### src/rtl/mem_pkg.sv
// Shared types and default constants for the RAM-backed stack controller.
// Holds the controller state encoding and parameter defaults.
`timescale 1ns/1ps
package mem_pkg;

    typedef enum logic [1:0] {
        IDLE      = 2'd0,
        WRITE     = 2'd1,
        READ_WAIT = 2'd2
    } stk_state_e;

    localparam int DEF_DATA_WIDTH = 8;
    localparam int DEF_ADDR_WIDTH = 16;
    localparam int DEF_RD_LAT     = 2;

    // Width of a down-counter that must hold the value lat.
    function automatic int lat_cnt_width(input int lat);
        return (lat < 2) ? 1 : $clog2(lat + 1);
    endfunction

endpackage

### src/rtl/ram_stack_ctrl.sv
// LIFO stack controller driving an external single-port RAM.
// Optional sticky error flags: define RAM_STACK_ERR_EN.
`timescale 1ns/1ps
module ram_stack_ctrl
    import mem_pkg::*;
#(
    parameter int DATA_WIDTH = DEF_DATA_WIDTH,
    parameter int ADDR_WIDTH = DEF_ADDR_WIDTH,
    parameter int RD_LAT     = DEF_RD_LAT
) (
    input  logic                  clk,
    input  logic                  rst_n,
    input  logic                  push_valid,
    input  logic [DATA_WIDTH-1:0] push_data,
    output logic                  push_ready,
    input  logic                  pop_valid,
    output logic [DATA_WIDTH-1:0] pop_data,
    output logic                  pop_rvalid,
    output logic [ADDR_WIDTH:0]   count,
    output logic                  empty,
    output logic                  full,
    output logic [ADDR_WIDTH-1:0] ram_addr,
    output logic [DATA_WIDTH-1:0] ram_din,
    output logic                  ram_we_n,
    input  logic [DATA_WIDTH-1:0] ram_dout,
    input  logic                  err_clr,
    output logic                  err_ovf,
    output logic                  err_unf
);

    localparam int LW = lat_cnt_width(RD_LAT);
    localparam logic [ADDR_WIDTH:0] CNT_FULL = {1'b1, {ADDR_WIDTH{1'b0}}};
    localparam logic [ADDR_WIDTH:0] CNT_ONE  = 1;
    localparam logic [LW-1:0]       LAT_INIT = LW'(RD_LAT);
    localparam logic [LW-1:0]       LAT_ONE  = 1;

    stk_state_e            state_q, state_d;
    logic [ADDR_WIDTH:0]   count_q, count_d;
    logic [ADDR_WIDTH-1:0] addr_q, addr_d;
    logic [DATA_WIDTH-1:0] din_q, din_d;
    logic                  we_n_q, we_n_d;
    logic [LW-1:0]         lat_q, lat_d;
    logic [DATA_WIDTH-1:0] pdata_q, pdata_d;
    logic                  rvalid_q, rvalid_d;

    logic                  push_acc;
    logic                  pop_acc;
    logic [ADDR_WIDTH:0]   count_m1;

    assign push_ready = (state_q == IDLE);
    assign empty      = (count_q == '0);
    assign full       = (count_q == CNT_FULL);
    assign count      = count_q;
    assign ram_addr   = addr_q;
    assign ram_din    = din_q;
    assign ram_we_n   = we_n_q;
    assign pop_data   = pdata_q;
    assign pop_rvalid = rvalid_q;

    // Push wins a tie; a pop only goes when no push is taken.
    assign push_acc = push_valid & push_ready & ~full;
    assign pop_acc  = pop_valid & push_ready & ~empty & ~push_acc;
    assign count_m1 = count_q - CNT_ONE;

    // Controller state and RAM-side registers.
    always_ff @(posedge clk or negedge rst_n) begin
        if (!rst_n) begin
            state_q  <= IDLE;
            count_q  <= '0;
            addr_q   <= '0;
            din_q    <= '0;
            we_n_q   <= 1'b1;
            lat_q    <= '0;
            pdata_q  <= '0;
            rvalid_q <= 1'b0;
        end else begin
            state_q  <= state_d;
            count_q  <= count_d;
            addr_q   <= addr_d;
            din_q    <= din_d;
            we_n_q   <= we_n_d;
            lat_q    <= lat_d;
            pdata_q  <= pdata_d;
            rvalid_q <= rvalid_d;
        end
    end

    // Next-state: accept in IDLE, one-cycle write strobe, timed read capture.
    always_comb begin
        state_d  = state_q;
        count_d  = count_q;
        addr_d   = addr_q;
        din_d    = din_q;
        we_n_d   = 1'b1;
        lat_d    = lat_q;
        pdata_d  = pdata_q;
        rvalid_d = 1'b0;
        unique case (state_q)
            IDLE: begin
                if (push_acc) begin
                    addr_d  = count_q[ADDR_WIDTH-1:0];
                    din_d   = push_data;
                    we_n_d  = 1'b0;
                    state_d = WRITE;
                end else if (pop_acc) begin
                    count_d = count_m1;
                    addr_d  = count_m1[ADDR_WIDTH-1:0];
                    lat_d   = LAT_INIT;
                    state_d = READ_WAIT;
                end
            end
            WRITE: begin
                count_d = count_q + CNT_ONE;
                state_d = IDLE;
            end
            READ_WAIT: begin
                if (lat_q == '0) begin
                    pdata_d  = ram_dout;
                    rvalid_d = 1'b1;
                    state_d  = IDLE;
                end else begin
                    lat_d = lat_q - LAT_ONE;
                end
            end
            default: begin
                state_d = IDLE;
            end
        endcase
    end

`ifdef RAM_STACK_ERR_EN
    logic ovf_q, ovf_d;
    logic unf_q, unf_d;

    // Sticky error flags; a clear request beats a same-cycle set.
    always_comb begin
        ovf_d = ovf_q | (push_valid & push_ready & full);
        unf_d = unf_q | (pop_valid & push_ready & empty);
        if (err_clr) begin
            ovf_d = 1'b0;
            unf_d = 1'b0;
        end
    end

    // Error flag registers.
    always_ff @(posedge clk or negedge rst_n) begin
        if (!rst_n) begin
            ovf_q <= 1'b0;
            unf_q <= 1'b0;
        end else begin
            ovf_q <= ovf_d;
            unf_q <= unf_d;
        end
    end

    assign err_ovf = ovf_q;
    assign err_unf = unf_q;
`else
    logic unused_err_clr;
    assign unused_err_clr = err_clr;
    assign err_ovf = 1'b0;
    assign err_unf = 1'b0;
`endif

endmodule
### config.mk
export PLATFORM = sky130hd
export DESIGN_NAME = ram_stack_ctrl
export DESIGN_NICKNAME = d
export VERILOG_FILES = /design/src/rtl/mem_pkg.sv /design/src/rtl/ram_stack_ctrl.sv
export SDC_FILE = /design/constraint.sdc
export NUM_CORES = 1
export LEC_CHECK = 0
export CAP_MARGIN = 20
export CORE_ASPECT_RATIO = 1.1
export CORE_MARGIN = 2
export CORE_UTILIZATION = 50
export DETAILED_ROUTE_END_ITERATION = 10
export PLACE_DENSITY = 0.92
export SLEW_MARGIN = 20
export SYNTH_ARGS = -nofsm -noshare
export SYNTH_HDL_FRONTEND = slang
export SYNTH_SLANG_ARGS = --single-unit
export TNS_END_PERCENT = 100
### constraint.sdc
create_clock -name clk -period 6.6 [get_ports clk]
set_input_delay 1.32 -clock clk [delete_from_list [all_inputs] [get_ports clk]]
set_output_delay 1.32 -clock clk [all_outputs]
set_load 0.05 [all_outputs]
=== Word level (Yosys, flattened, before mapping) ===
Index checks and enable logic that the tools add are counted.

* Word-level logic and storage cells: 55
* Bits in writable memories: 0
* Memories kept: 0
* Output and inout bits: 56
* Register bits: 55
* Latch bits: 0
* Memory bits (read-only): 0

* Reductions and logical operators: 12
* Equal/unequal tests: 8
* Bitwise logic cells: 8
* $mul: 0
* Add/sub/neg operators: 3
* Shifts and indexed selects: 0
* Multiplexer cells: 16
* Div/mod/pow operators: 0
* Magnitude comparators: 0

{| class="wikitable"
|+ Operator list
! operator !! count
|-
| 17-bit two-way mux || 2
|-
| 17-bit case mux with 2 select lines || 1
|-
| 16-bit two-way mux || 2
|-
| 17-bit by 1-bit adder with 17-bit output, second input constant || 1
|-
| 17-bit equality test, second input constant || 1
|-
| 17-bit logical NOT || 1
|-
| 17-bit by 1-bit subtractor with 17-bit output, second input constant || 1
|-
| 2-bit two-way mux || 5
|-
| 2-bit case mux with 2 select lines || 2
|-
| 2-bit AND reduction || 4
|-
| 2-bit inequality test, second input constant || 3
|-
| 2-bit nonzero test || 3
|-
| 1-bit bitwise AND || 5
|-
| 2-bit logical NOT || 2
|-
| 1-bit two-way mux || 4
|-
| 4-bit AND reduction || 1
|-
| 3-bit by 1-bit inequality test with 1-bit output, second input constant || 1
|-
| 1-bit inverter || 3
|-
| 3-bit AND reduction || 1
|-
| 2-bit by 1-bit equality test with 1-bit output, second input constant || 1
|-
| 2-bit equality test, second input constant || 1
|-
| 2-bit by 1-bit inequality test with 1-bit output, second input constant || 1
|-
| 2-bit by 1-bit subtractor with 2-bit output, second input constant || 1
|}

=== Longest topological paths before layout ===
* Word-level depth: 8
* Depth in mapped cells: 9

=== Worst setup path after synthesis ===
Ideal clock, no wire load.

* Kind: register -> output
* Start point: register count_q[0] (netlist: count[0])
* End point: output port empty
* Cell stages (with the launch flop): 5
* Data required time: 5.280 ns
* Arrival time: 2.677 ns
* Path slack: 2.603 ns
* Path through: dfrtp_1 > inv_1 > ha_1 > or4b_2 > nor3_1

* Longest elaborated chain between the ends: 1

{| class="wikitable"
|+ Ends and longest elaborated chain
! item !! line !! text
|-
| start: declaration || ram_stack_ctrl.sv:38 || <nowiki>logic [ADDR_WIDTH:0] count_q, count_d;</nowiki>
|-
| start signal: assignment || ram_stack_ctrl.sv:78 || <nowiki>count_q <= count_d;</nowiki>
|-
| 17-bit logical NOT || ram_stack_ctrl.sv:51 || <nowiki>assign empty = (count_q == '0);</nowiki>
|-
| end: declaration || ram_stack_ctrl.sv:20 || <nowiki>output logic empty,</nowiki>
|}

No other way between the ends.

=== Worst setup path after layout ===
* Start point: register state_q[0]
* End point: output port push_ready

* Longest elaborated chain between the ends: 1

{| class="wikitable"
|+ Ends and longest elaborated chain
! item !! line !! text
|-
| start: declaration || ram_stack_ctrl.sv:37 || <nowiki>stk_state_e state_q, state_d;</nowiki>
|-
| start signal: assignment || ram_stack_ctrl.sv:77 || <nowiki>state_q <= state_d;</nowiki>
|-
| 2-bit logical NOT || ram_stack_ctrl.sv:50 || <nowiki>assign push_ready = (state_q == IDLE);</nowiki>
|-
| end: declaration || ram_stack_ctrl.sv:15 || <nowiki>output logic push_ready,</nowiki>
|}

No other way between the ends.

==> flow_metrics.tcl <==
set metrics [dict create \
    status "finished, final reports clean" \
    final_antenna_net_count 0 \
    drive_gt1_share_pct 5.34 \
    synth_cell_types 55 \
    stdcell_count 489 \
    skew_ps 5.69 \
    numClockSinks 55 \
    fin_hold_ws_ps 482 \
    avgSynthCellArea_sq_um 8.60 \
    hold_buffers 0 \
    setup_violations 0 \
    die_height_um 85.7 \
    layout_common_cells "nand2_1, clkdlybuf4s50_1, dfrtp_1" \
    ys_seq_area_share_pct 45.4 \
    critical_path_class "register to output port" \
    max_stage_delay_ps 860 \
    dp_hpwl_um 5680 \
    placed_cell_area_sq_um 3750 \
    postLayoutCellArea_sq_um 3870 \
    slowest_stage "clkdlybuf4s50_1" \
    worst_slew_pin_slew_ps 932 \
    post-route-period-util_pct 63.4 \
    die_area_sq_um 6710 \
    rsz0062_at_grt "false" \
    slew_headroom_pct 37.6 \
    dr.first_iter.drc_count 280 \
    syn_inst 353 \
    cp-start-kind "register" \
    p_int_mw 0.971 \
    rows 29 \
    period_needed_ps 4180 \
    cts_setup_buffers 0 \
    cp_cell_sequence "inv_1 > nand2_1 > clkinv_1 > clkdlybuf4s50_1" \
    insertion_delay_ps 310 \
    seqCellArea_sq_um 1380 \
    worstPathMaxFanout 17 \
    cts_tree "yes" \
    synth_edf_count 0 \
    grt_pass1_wl_um 13400 \
    cts_made_buffers 5 \
    num-nets-final 436 \
    peakVddDrop_mv 0.358 \
    die_w_um 78.3 \
    slew_viol_final 0 \
    required_ps 5280 \
    cp_top_family "buffers and inverters" \
    core_area_sq_um 5810 \
    grt_start_max_net_pins 56 \
    drt-vias-per-instance 5.90 \
    swShare_pct 52.4 \
    portBuffers 73 \
    num_vias 2887 \
    cts.path.max_buffers 2 \
    cap_violations 0 \
    fillers 457 \
    placedCellCount 481 \
    htree_levels 2 \
    start_util_pct 52.3 \
    crit_buf_inv 3 \
    yosysWarnings 0 \
    pwr_density_cell_nw_per_um2 527 \
    ctsResizeCount 0 \
    ios 77 \
    worstHoldPathType "register to register" \
    diodes 0 \
    drcViolationCount 0 \
    power_mw 2.04 \
    final_hold_viol_count 0 \
    post-place-ws_ps 2790 \
    final_common_cell "nand2_1" \
    ys.flop_type "dfrtp_1" \
    end_kind "output port" \
    syn2layout_area_growth_pct 27.5 \
    clock-root-buffer "clkbuf_8" \
    p_sw_mw 1.07 \
    wl_um 8130 \
    ys_seq_elements 55 \
    setup_tns_ps 0 \
    timing.final.ws_setup_ps 2420 \
    async_flop_share_pct 100 \
    clk_pin_slew_ps 100 \
    synth_area_sq_um 3040 \
    arrival_ps 2860 \
    p_leak_nw 1.57 \
    post_drt_wl_per_cell_um 16.6 \
    gr-total-overflow 0 \
    pwr-share-clk_pct 11.0 \
    utilization_pct 66.7 \
    p_comb_share_pct 58.4 \
    drt-pass1-iter-count 5 \
    grt_use_total_pct 25.5 \
    multi_input_area_sq_um 1490 \
    fmax_ghz 0.239 \
    gp_congestion 0.922 \
    antenna_found_initial 0 \
    seqPwrFrac_pct 30.6 \
    grt_pass1_vias 2734 \
]
==> tightest hold or removal path: cells and delay by family, from the launching register on <==
family,cells,cell delay (ps)
DFF,1,350
and+or+nand+nor,2,100
==> per-layer routing <==
layer / track usage (%) / wire [um] / vias to the layer above
met3: 5.47 / 641 / 24
li1: - / - / 1361
met4: 12.6 / 239 / 0
met2: 40.0 / 3880 / 140
met5: 0 / 0 / -
met1: 33.7 / 3370 / 1362
==> power by group through the flow <==
stage / clock network, mW / registers (mW) / logic, mW
floorplan: 0 / 0.973 / 0.464
global placement: 0 / 0.619 / 1.16
detailed placement: 0 / 0.626 / 1.18
CTS: 0.228 / 0.621 / 1.19
global route: 0.242 / 0.648 / 1.27
finish: 0.224 / 0.624 / 1.19
==> area by class of cell <==
class / instances / share of cell area (%)
clock buffers: 6 / 1.87
clock inverters: 2 / 0.970
flip-flops and latches: 55 / 35.6
multi-input cells: 261 / 38.5
repair buffers: 77 / 19.5
inverters: 11 / 1.07
well taps: 77 / 2.49
==> worst paths after layout <==
path	start	to	slack, ps	cells after the start
min reg2reg	pop_data[5]$_DFFE_PN0P_	pop_data[5]$_DFFE_PN0P_	480	2
min in group asynchronous	rst_n	pop_data[3]$_DFFE_PN0P_	1130	2
max reg2reg	count[0]$_DFFE_PN0P_	ram_addr[14]$_DFFE_PN0P_	3460	6
max	state_q[0]$_DFFE_PN0P_	push_ready	2420	4
max in group asynchronous	rst_n	ram_addr[7]$_DFFE_PN0P_	5020	2
min	pop_data[5]$_DFFE_PN0P_	pop_data[5]$_DFFE_PN0P_	480	2
==> sequential cells by signal, indices dropped and copies added, names as in the netlist <==
register	cells
count	17
ram_we_n	1
pop_data	8
ram_addr	16
lat_q	2
state_q	2
ram_din	8
pop_rvalid	1
==> Yosys cell counts (all sizes together) (5+ instances only) <==
master	instances	share of area, %
a21oi	23	3.9
a22oi	5	1.2
buf	9	2.3
clkbuf	18	2.2
dfrtp	54	45
inv	8	0.99
nand2	77	9.5
nand3	11	1.8
nand4	5	1.0
nor2	19	2.3
nor3	15	2.5
nor4	5	1.0
o21ai	20	3.3
o22ai	11	2.3
or3	5	1.0
or4	6	1.6
xnor2	9	2.6
xor2	6	1.7
==> cell families (layout without fill, tap and decap cells) <==
family	count (synthesis)	count (layout)	synth area share, %
other cells	1	2	0.124
buf+inv	38	96	5.94
xor+xnor	15	15	4.33
fa+ha+maj	4	4	1.65
compound gates	82	82	17.8
simple gates	157	157	24.4
mux	1	1	0.371
flops	55	55	45.4
Power figures use the tool's default switching activity.
